==> config.mk <==
export PLATFORM = sky130hd
export DESIGN_NAME = sum_accumulator_flat
export DESIGN_NICKNAME = d
export VERILOG_FILES = /design/src/rtl/sum_accumulator_if.sv /design/src/rtl/sum_accumulator.sv /design/src/flat_wrapper.sv
export SDC_FILE = /design/constraint.sdc
export NUM_CORES = 1
export LEC_CHECK = 0
export CAP_MARGIN = 20
export CORE_UTILIZATION = 45
export CTS_BUF_LIST = sky130_fd_sc_hd__clkbuf_4 sky130_fd_sc_hd__clkbuf_8
export DETAILED_ROUTE_END_ITERATION = 7
export PLACE_DENSITY = 0.67
export REMOVE_ABC_BUFFERS = 1
export SKIP_CTS_REPAIR_TIMING = 1
export SYNTH_ARGS = -nofsm -noshare
export SYNTH_HDL_FRONTEND = slang
export SYNTH_SLANG_ARGS = --single-unit
==> constraint.sdc <==
create_clock -name clk_i -period 3.5 [get_ports clk_i]
set_input_delay 0.7 -clock clk_i [delete_from_list [all_inputs] [get_ports clk_i]]
set_output_delay 0.7 -clock clk_i [all_outputs]
set_load 0.01 [all_outputs]
==> src/rtl/sum_accumulator_if.sv <==
// Handshake bundle between the operand adder, the sum accumulator
// and its downstream consumer.
interface sum_accumulator_if #(
  parameter int DATA_IN_WIDTH = 8,
  parameter int NUM_SAMPLES   = 4
);
  localparam int IN_W  = DATA_IN_WIDTH + 1;
  localparam int SUM_W = IN_W + $clog2(NUM_SAMPLES);
  localparam int CNT_W = $clog2(NUM_SAMPLES + 1);

  logic [IN_W-1:0]  in_sum;
  logic             in_valid;
  logic             in_ready;
  logic             flush_i;
  logic [SUM_W-1:0] out_sum;
  logic [CNT_W-1:0] out_count;
  logic             out_valid;
  logic             out_ready;

  modport master (
    output in_sum, in_valid, flush_i, out_ready,
    input  in_ready, out_sum, out_count, out_valid
  );

  modport slave (
    input  in_sum, in_valid, flush_i, out_ready,
    output in_ready, out_sum, out_count, out_valid
  );
endinterface

==> src/rtl/sum_accumulator.sv <==
// Accumulates NUM_SAMPLES adder sums into one widened total,
// with early flush and a registered valid/ready output.
module sum_accumulator #(
  parameter int DATA_IN_WIDTH = 8,
  parameter int NUM_SAMPLES   = 4
) (
  input logic              clk_i,
  input logic              srst,
  sum_accumulator_if.slave bus
);
  localparam int IN_W  = DATA_IN_WIDTH + 1;
  localparam int SUM_W = IN_W + $clog2(NUM_SAMPLES);
  localparam int CNT_W = $clog2(NUM_SAMPLES + 1);
  localparam logic [CNT_W-1:0] FULL = CNT_W'(NUM_SAMPLES);
  localparam logic [CNT_W-1:0] ONE  = CNT_W'(1);

  typedef enum logic {ACCUM, HOLD} state_t;

  state_t           state;
  logic [SUM_W-1:0] acc;
  logic [CNT_W-1:0] cnt;
  logic [SUM_W-1:0] sum_q;
  logic [CNT_W-1:0] count_q;
  logic             valid_q;

  logic             in_hs;
  logic             out_hs;
  logic [SUM_W-1:0] in_ext;
  logic [SUM_W-1:0] a_next;
  logic [CNT_W-1:0] n_next;

  assign bus.in_ready  = (state == ACCUM) | bus.out_ready;
  assign bus.out_sum   = sum_q;
  assign bus.out_count = count_q;
  assign bus.out_valid = valid_q;

  assign in_hs  = bus.in_valid & bus.in_ready;
  assign out_hs = valid_q & bus.out_ready;
  assign in_ext = SUM_W'(bus.in_sum);
  assign a_next = acc + (in_hs ? in_ext : '0);
  assign n_next = cnt + CNT_W'(in_hs);

  always_ff @(posedge clk_i) begin
    if (srst) begin
      state   <= ACCUM;
      acc     <= '0;
      cnt     <= '0;
      sum_q   <= '0;
      count_q <= '0;
      valid_q <= 1'b0;
    end else begin
      unique case (state)
        ACCUM: begin
          if (in_hs && n_next == FULL) begin
            sum_q   <= a_next;
            count_q <= FULL;
            valid_q <= 1'b1;
            acc     <= '0;
            cnt     <= '0;
            state   <= HOLD;
          end else if (bus.flush_i && n_next != '0) begin
            sum_q   <= a_next;
            count_q <= n_next;
            valid_q <= 1'b1;
            acc     <= '0;
            cnt     <= '0;
            state   <= HOLD;
          end else begin
            acc <= a_next;
            cnt <= n_next;
          end
        end
        HOLD: begin
          if (out_hs && in_hs) begin
            // A single-sample total completes on the same beat it starts.
            if (NUM_SAMPLES == 1) begin
              sum_q   <= in_ext;
              count_q <= ONE;
            end else begin
              acc     <= in_ext;
              cnt     <= ONE;
              valid_q <= 1'b0;
              state   <= ACCUM;
            end
          end else if (out_hs) begin
            valid_q <= 1'b0;
            state   <= ACCUM;
          end
        end
        default: state <= ACCUM;
      endcase
    end
  end
endmodule

==> src/flat_wrapper.sv <==
// flat-port wrapper written by rule: the top's interface ports become plain ports
module sum_accumulator_flat 
#(
  parameter int DATA_IN_WIDTH = 8,
  parameter int NUM_SAMPLES   = 4
)
  (clk_i, srst, bus_in_sum, bus_in_valid, bus_flush_i, bus_out_ready, bus_in_ready, bus_out_sum, bus_out_count, bus_out_valid);
  sum_accumulator_if #(.DATA_IN_WIDTH(DATA_IN_WIDTH), .NUM_SAMPLES(NUM_SAMPLES)) bus_i ();
  input logic clk_i;
  input logic srst;
  input wire logic [$bits(bus_i.in_sum)-1:0] bus_in_sum;
  input wire logic [$bits(bus_i.in_valid)-1:0] bus_in_valid;
  input wire logic [$bits(bus_i.flush_i)-1:0] bus_flush_i;
  input wire logic [$bits(bus_i.out_ready)-1:0] bus_out_ready;
  output wire logic [$bits(bus_i.in_ready)-1:0] bus_in_ready;
  output wire logic [$bits(bus_i.out_sum)-1:0] bus_out_sum;
  output wire logic [$bits(bus_i.out_count)-1:0] bus_out_count;
  output wire logic [$bits(bus_i.out_valid)-1:0] bus_out_valid;
  assign bus_i.in_sum = bus_in_sum;
  assign bus_i.in_valid = bus_in_valid;
  assign bus_i.flush_i = bus_flush_i;
  assign bus_i.out_ready = bus_out_ready;
  assign bus_in_ready = bus_i.in_ready;
  assign bus_out_sum = bus_i.out_sum;
  assign bus_out_count = bus_i.out_count;
  assign bus_out_valid = bus_i.out_valid;
  sum_accumulator #(.DATA_IN_WIDTH(DATA_IN_WIDTH), .NUM_SAMPLES(NUM_SAMPLES)) u_core (.clk_i(clk_i), .srst(srst), .bus(bus_i));
endmodule
==> summary.md <==
| Metric | Value |
|---|---|
| Crit path top cell by count | `ha_1` |
| Die area | `between 4000 and 5000 um^2` |
| Tmin final | `between 3 and 4 ns` |
| Fmax achieved | `between 300 and 400 MHz` |
| Unrepaired setup endpoints after global routing | `no` |
| Hold Crit Class | `reg -> reg` |
| Setup Slack @ Placement | `between 0.1 and 0.15 ns` |
| Placed Instances | `~300` |
| Core footprint | `approximately 3800 um^2` |
| Synth warn | `0` |
| Synth cell types | `44` |
| Initial DRC Count | `between 100 and 150` |
| First-pass GRT wire length | `a little over 8000 um` |
| DR vias | `approximately 1800` |
| Area Overhead vs Synth | `28.4%` |
| Clock sink count | `30` |
| Avg Synthesized Cell Area | `approximately 8.3 um^2` |
| Worst setup SP type | `primary input` |
| ANT cells | `0` |
| Tot Pwr | `between 1 and 1.5 mW` |
| H-tree lvl count | `2` |
| Ports | `30` |
| DR WL/cell | `approximately 15 um` |
| CP Class | `in -> reg` |
| Required @ worst endpoint | `3.70 ns` |
| Total GRT Usage | `0.246` |
| Fin crit share | `0.878` |
| Relative slew margins | `0.622` |
| Layout Cells excl Fill | `slightly above 300` |
| Clock skew | `0.00452 ns` |
| Final instance area | `between 2000 and 2500 um^2` |
| PwrDens | `about 550 nW/um^2` |
| CTS tree | `done` |
| Longest Clk Path Bufs | `2` |
| Setup slack after layout | `approximately 0.43 ns` |
| Setup tns final | `0 ns` |
| Maxcap violations | `0` |
| Crit path to | `u_core.acc[1]` |
| Static Leak | `between 1 and 1.5 nW` |
| Number of remaining DRC errors | `0` |
| Critical path startpoint | `bus_out_ready` |
| R2R setup slack | `~1.0 ns` |
| Initial antenna violation count | `0` |
| DRT Pass-1 Iters | `4` |
| NumNets Final | `about 280` |
| Max VDD drop | `0.258 mV` |
| Most frequent cells in the layout | `dfxtp_1, clkdlybuf4s50_1, nor2_1` |
| Global route total overflow | `0` |
| Placer Congestion | `0.835` |
| Mapped Cells | `219` |
| Setup violators final | `0` |
| Most common cell after layout, fill and taps aside | `dfxtp_1` |
| Fraction of registers with async set/reset | `0` |
| Sequential fraction of the synthesis area | `0.329` |
| Worst Path Max Fanout | `10` |
| Die X | `roughly 66 um` |
| Drt via density | `approximately 5.8` |
| Number of synthesized flops with an enable pin | `0` |
| CP max stage cell | `clkdlybuf4s50_1` |
| Final Max Tran Viols | `0` |
| Reg2reg start | `u_core.state` |
| Reg-to-reg endpoint | `u_core.acc[1]` |
| Total CTS buffers | `5` |
| Worst-case reg-to-reg path depth | `9` |
| Placed inst area | `2230 um^2` |
| Vias in the first global route | `~1700` |
| Root Buffer | `clkbuf_8` |
| Initial Util | `0.484` |
| Die Ht | `~66 um` |
| Critical Path End Type | `flip-flop` |
| CP max stage delay | `around 0.42 ns` |
| Fin. Hold Viols | `0` |
| DP Wirelength | `about 3300 um` |
| Final wirelength | `about 4500 um` |
| Clk_lat worst skew | `approximately 0.28 ns` |
| Synthesized cell area | `1830 um^2` |
| Status | `complete, no violations` |
| Crit path DAT | `3.27 ns` |
| Largest net degree at the start of global routing | `20` |
| CTS clock-pin slew for the worst setup and hold paths | `around 0.060 ns` |
| Critical path cell sequence | `clkdlybuf4s50_1, nand2b_1, and2_1, ha_1, ha_1, o32a_1, nor2_2, buf_4, a221oi_1, nor3_1` |
| Post-layout util | `0.622` |
| Num rows | `22` |
| FF+latch count, synth | `30` |
| ANT nets after route | `0` |
| Worst slew pin tran | `around 0.56 ns` |
| Hold slack | `~0.45 ns` |
| Synth Flop Type | `dfxtp_1` |
| # port buffers | `29` |
| Share of layout cells above drive strength 1 | `0.127` |
-- synthesized netlist by cell type (all sizes together), types with 2 or more instances --
library cell | n | area share
dfxtp | 30 | 0.33
nor2 | 24 | 0.051
nand2 | 23 | 0.049
a21oi | 13 | 0.036
nor3 | 13 | 0.036
and3 | 11 | 0.038
ha | 11 | 0.075
clkbuf | 8 | 0.016
a221oi | 7 | 0.037
inv | 7 | 0.014
a211oi | 6 | 0.034
a21o | 6 | 0.025
o21ai | 6 | 0.016
nand4 | 5 | 0.017
and2 | 4 | 0.014
buf | 4 | 0.013
o211ai | 4 | 0.016
xnor2 | 4 | 0.019
mux2i | 3 | 0.016
or3 | 3 | 0.010
a211o | 2 | 0.0096
a31o | 2 | 0.0096
a32oi | 2 | 0.0096
and4 | 2 | 0.0096
nand2b | 2 | 0.0069
nand3 | 2 | 0.0055
nand3b | 2 | 0.0082
o311ai | 2 | 0.018
o32a | 2 | 0.011
xor2 | 2 | 0.0096
-- sequential cells by signal (all words and copies together), names as in the netlist --
name,count
u_core.bus.out_count,3
u_core.bus.out_valid,1
u_core.bus.out_sum,11
u_core.cnt,3
u_core.acc,11
u_core.state,1
-- power breakdown --
group / total, mW / switching [mW] / internal [mW]
Sequential: 0.435 / 0.0342 / 0.401
Clock: 0.329 / 0.131 / 0.198
Combinational: 0.536 / 0.296 / 0.240
Total: 1.30 / 0.461 / 0.839
-- cell families (layout without fill, tap and decap cells) --
| kind of cell | after synthesis | count (layout) | share of synthesized area |
|---|---|---|---|
| adders and majority gates | 12 | 12 | 0.0864 |
| DFF | 30 | 30 | 0.329 |
| AOI/OAI and AO/OA | 56 | 56 | 0.244 |
| muxes | 3 | 3 | 0.0165 |
| xor gates and xnor gates | 6 | 6 | 0.0288 |
| and+or+nand+nor | 93 | 93 | 0.252 |
| buffers and inverters | 19 | 59 | 0.0439 |
-- worst max-delay path: cells and delay by family --
kind	cells	cell delay [ns]
buffers and inverters	2	0.63
AOI/OAI and AO/OA	2	0.46
adders and majority gates	2	0.52
and+or+nand+nor	4	0.97
-- how the worst min path moves through the flow --
stage | slack, ns | startpoint | end | cells after the start
2_1_floorplan | 0.45 | u_core.cnt[2] | u_core.cnt[2] | 2
3_3_place_gp | 0.44 | u_core.bus.out_sum[4] | u_core.bus.out_sum[4] | 2
3_5_place_dp | 0.45 | u_core.bus.out_sum[1] | u_core.bus.out_sum[1] | 2
4_1_cts | 0.45 | u_core.bus.out_sum[1] | u_core.bus.out_sum[1] | 2
5_1_grt | 0.48 | u_core.bus.out_sum[4] | u_core.bus.out_sum[4] | 2
6_report | 0.45 | u_core.bus.out_sum[1] | u_core.bus.out_sum[1] | 2
-- final cells by class --
type	count	area, um^2
Fill cell	350	1430
Multi-Input combinational cell	170	1140
Sequential cell	30	601
Timing Repair Buffer	44	403
Clock buffer	8	110
Tap cell	48	60.1
Inverter	7	26.3
-- metal layers --
metal / routed length [um] / global-route usage / vias to the layer above
met4: 58 / 0.0978 / 0
li1: - / - / 888
met1: 2150 / 0.322 / 836
met5: 0 / 0 / -
met2: 2100 / 0.388 / 51
met3: 240 / 0.0556 / 7
No activity file was read; power rests on OpenSTA's default activity.
==> RTL change 1 (same settings) <==
`DATA_IN_WIDTH` is set to 8 in 3 places; all go to 10.
--- a/src/rtl/sum_accumulator_if.sv
+++ b/src/rtl/sum_accumulator_if.sv
@@ -1,7 +1,7 @@
 // Handshake bundle between the operand adder, the sum accumulator
 // and its downstream consumer.
 interface sum_accumulator_if #(
-  parameter int DATA_IN_WIDTH = 8,
+  parameter int DATA_IN_WIDTH = 10,
   parameter int NUM_SAMPLES   = 4
 );
   localparam int IN_W  = DATA_IN_WIDTH + 1;
--- a/src/rtl/sum_accumulator.sv
+++ b/src/rtl/sum_accumulator.sv
@@ -1,7 +1,7 @@
 // Accumulates NUM_SAMPLES adder sums into one widened total,
 // with early flush and a registered valid/ready output.
 module sum_accumulator #(
-  parameter int DATA_IN_WIDTH = 8,
+  parameter int DATA_IN_WIDTH = 10,
   parameter int NUM_SAMPLES   = 4
 ) (
   input logic              clk_i,
--- a/src/flat_wrapper.sv
+++ b/src/flat_wrapper.sv
@@ -1,7 +1,7 @@
 // flat-port wrapper written by rule: the top's interface ports become plain ports
 module sum_accumulator_flat 
 #(
-  parameter int DATA_IN_WIDTH = 8,
+  parameter int DATA_IN_WIDTH = 10,
   parameter int NUM_SAMPLES   = 4
 )
   (clk_i, srst, bus_in_sum, bus_in_valid, bus_flush_i, bus_out_ready, bus_in_ready, bus_out_sum, bus_out_count, bus_out_valid);
Interface: changed (resized bus_in_sum and bus_out_sum); port bits go from 30 to 34. No check against the original RTL was run, so the function may have changed too.
==> RTL change 1 against the unedited design <==
  * Sequential cell count is 4 higher
  * Synthesized area is 21% higher
  * Total power is 14% higher
  * Count of clock-buffer cells in the layout is 2 lower
  * Synthesized cell count is 24% higher
  * Worst setup slack worse by 0.19 ns
  * Final area is 20% higher
  * Sequential share of layout area is 1.4 points lower
  * Largest power group unchanged
  * Global-route usage is 0.65 points lower
  * Routed wire length is 30% higher
  * Critical path type unchanged
==> RTL change 1: results (changes against the unedited design) <==
multi_input_area_sq_um: 1400  # +23%
synth_mux_area_share_pct: 0.455  # -1.2 points
use_met2_pct: 35.7  # -3.0 points
nClkBuffers: 6  # -2
fillerInstances: 429  # +23%
synthXorXnorAreaFrac_pct: 1.19  # -1.7 points
num-multi-input-gates: 213  # +25%
use_met3_pct: 5.00  # -0.56 points
grt_pass1_wl_um: 9650  # +20%
clk_pin_slew_ns: 0.08  # +0.02 ns
area_share_nonclk_buffers_pct: 17.8  # +0.64 points
met1_length_um: 2820  # +32%
leakage_nw: 1.13  # +11%
vdd_drop_max_uv: 353  # +36%
seq_share_pct: 24.2  # -1.4 points
final_cells: 382  # +24%
routed-via-count: 2217  # +24%
drt_iter0_drc: 208  # +100%
crit_path_max_incr_delay_ns: 0.47  # +0.05 ns
synth_fa_ha_area_share_pct: 8.30  # -0.34 points
skew_ns: 0.00833  # +0.00381 ns
drive_gt1_share_pct: 11.1  # -1.6 points
status: "finished, final reports clean"
synthTopCellsByArea: "dfxtp_1 31%, ha_1 7.4%, a21oi_1 4.8%"
track_usage_pct: 24.0  # -0.65 points
path_delay_family: "compound AO/OA/AOI/OAI gates"
yosysSeqAreaShare_pct: 30.9  # -2.0 points
nets: 345  # +21%
relSlewSlack_pct: 61.1  # -1.1 points
first_global_vias: 2019  # +16%
arrival_ns: 3.50  # +0.23 ns
yosysUniqueCellTypes: 58  # +32%
grtUsageMet1_pct: 33.9  # +1.7 points
place_ws_ns: -0.0383  # -0.167 ns
placed_area_sq_um: 2700  # +21%
critPathMaxFanout: 12  # +2
-- RTL change 1: path summary, 6_finish.rpt --
| path | start | endpoint | slack [ns] | cells after the start |
|---|---|---|---|---|
| setup / recovery | bus_out_ready | u_core.bus.out_sum[12] | 0.24 | 12 |
| hold / removal | u_core.bus.out_sum[3] | u_core.bus.out_sum[3] | 0.46 | 2 |
| setup reg to reg | u_core.state | u_core.bus.out_sum[12] | 0.85 | 11 |
| hold reg to reg | u_core.bus.out_sum[3] | u_core.bus.out_sum[3] | 0.46 | 2 |
-- RTL change 1: logic make-up after synthesis --
kind of cell,count (synthesis)
AOI/OAI and AO/OA,80
xor gates and xnor gates,3
adders and majority gates,14
buffers and inverters,25
DFF,34
muxes,1
and+or+nand+nor,115
-- RTL change 1: power by group --
group / switching [W] / internal (W) / leakage (nW)
clock: 0.000153 / 0.000228 / 0.0573
combinational: 0.000342 / 0.000279 / 0.791
sequential: 0.0000346 / 0.000448 / 0.278
total: 0.000530 / 0.000956 / 1.13
==> RTL change 2 (config.mk and constraints unchanged) <==
Without the edit above. Reset style: asynchronous (`srst`), changed in one clocked block.
--- a/src/rtl/sum_accumulator.sv
+++ b/src/rtl/sum_accumulator.sv
@@ -40,7 +40,7 @@
   assign a_next = acc + (in_hs ? in_ext : '0);
   assign n_next = cnt + CNT_W'(in_hs);
 
-  always_ff @(posedge clk_i) begin
+  always_ff @(posedge clk_i or posedge srst) begin
     if (srst) begin
       state   <= ACCUM;
       acc     <= '0;
Formal check against the unedited RTL: differs if srst is asserted again (counterexample within 4 cycles, from zero or initial values and one cycle with srst high); with srst held inactive, the same outputs for 4 cycles.
==> RTL change 2 against the unedited design <==
  * Global-route usage is 0.29 points higher
  * Routed wire length shrank 0.24%
  * Synthesized area shrank 1.9%
  * Non-clock buffer count fell by 6
  * Critical endpoint is now u_core.acc[9]
  * Largest cell class unchanged
  * Sequential cell count is the same
  * Count of clock-buffer cells in the layout decreased by 1
  * Worst setup slack worse by 0.086 ns
  * Critical path type unchanged
  * Register-to-register slack got worse by 0.05 ns
  * Sequential power grew 29%
  * Final area fell by 3.8%
  * Largest power group unchanged
  * Total power grew 23%
  * Combinational power grew 42%
==> RTL change 2: results (changes against the unedited design) <==
status: "finished, final reports clean"
wirelength_um: 4530  # -0.24%
placed_area_sq_um: 2170  # -2.9%
syn2layout_area_growth_pct: 25.8
vdd_drop_max_uv: 308  # +19%
grt_pass1_wl_um: 7920  # -1.9%
drive_gt1_share_pct: 8.82  # -3.9 points
use_met3_pct: 6.42  # +0.87 points
arrival_ns: 3.36  # +0.09 ns
leakage_nw: 1.10  # +8.4%
fillerInstances: 349  # -0.29%
yosysSeqAreaShare_pct: 41.9  # +9.0 points
dp_hpwl_um: 3350  # +0.47%
yosysUniqueCellTypes: 40  # -9.1%
track_usage_pct: 24.9  # +0.29 points
async_reset_ff_share_pct: 100  # +100 points
synthXorXnorAreaFrac_pct: 3.42  # +0.54 points
whs_ns: 0.473  # +0.0194 ns
via_per_inst: 5.75  # -0.97%
reg2reg_to: "u_core.acc[9]"
nets: 264  # -7.0%
critPathMaxFanout: 8  # -2
synth_fa_ha_area_share_pct: 8.80  # +0.16 points
place_congestion: 0.901  # +7.9%
crit_path_max_incr_delay_ns: 0.46  # +0.04 ns
synth-compound-area-share_pct: 20.9  # -3.5 points
use_met2_pct: 41.4  # +2.6 points
grt_start_max_net_pins: 26  # +30%
skew_ns: 0.00642  # +0.00190 ns
relSlewSlack_pct: 70.4  # +8.1 points
holdPathEnd: "u_core.bus.out_sum[1]"
routed-via-count: 1644  # -7.7%
syn_avg_cell_area_sq_um: 8.83  # +5.9%
min_from: "u_core.bus.out_sum[1]"
[RTL change 2: cell types whose count changed in the layout (fill, tap and decap cells not counted), moves of 5 or more]
cell,delta
dfrtp_1,+30
dfxtp_1,-30
nand2_1,+16
nor3_1,-13
o21ai_0,+12
nor2_1,-11
buf_4,-6
nand3_1,+6
a21oi_1,-5
a31oi_1,+5
[RTL change 2: where the power goes]
part | total, W | switching (W) | internal [W]
Clock | 0.000275 | 0.000123 | 0.000152
Combinational | 0.000762 | 0.000409 | 0.000353
Sequential | 0.000563 | 0.0000837 | 0.000479
Total | 0.00160 | 0.000616 | 0.000984
[RTL change 2: final cells by class]
| type | instances | share of cell area, % |
|---|---|---|
| clock buffer | 7 | 3.72 |
| sequential | 30 | 33.3 |
| multi-input combinational | 159 | 43.8 |
| inverter | 4 | 0.666 |
| timing repair buffer | 38 | 15.9 |
| tap | 48 | 2.66 |
[RTL change 2: metal layers]
layer	wire, um	part of all wire, %
met1	2010	44
met2	2210	49
met3	240	5.3
met4	76	1.7
met5	0	0
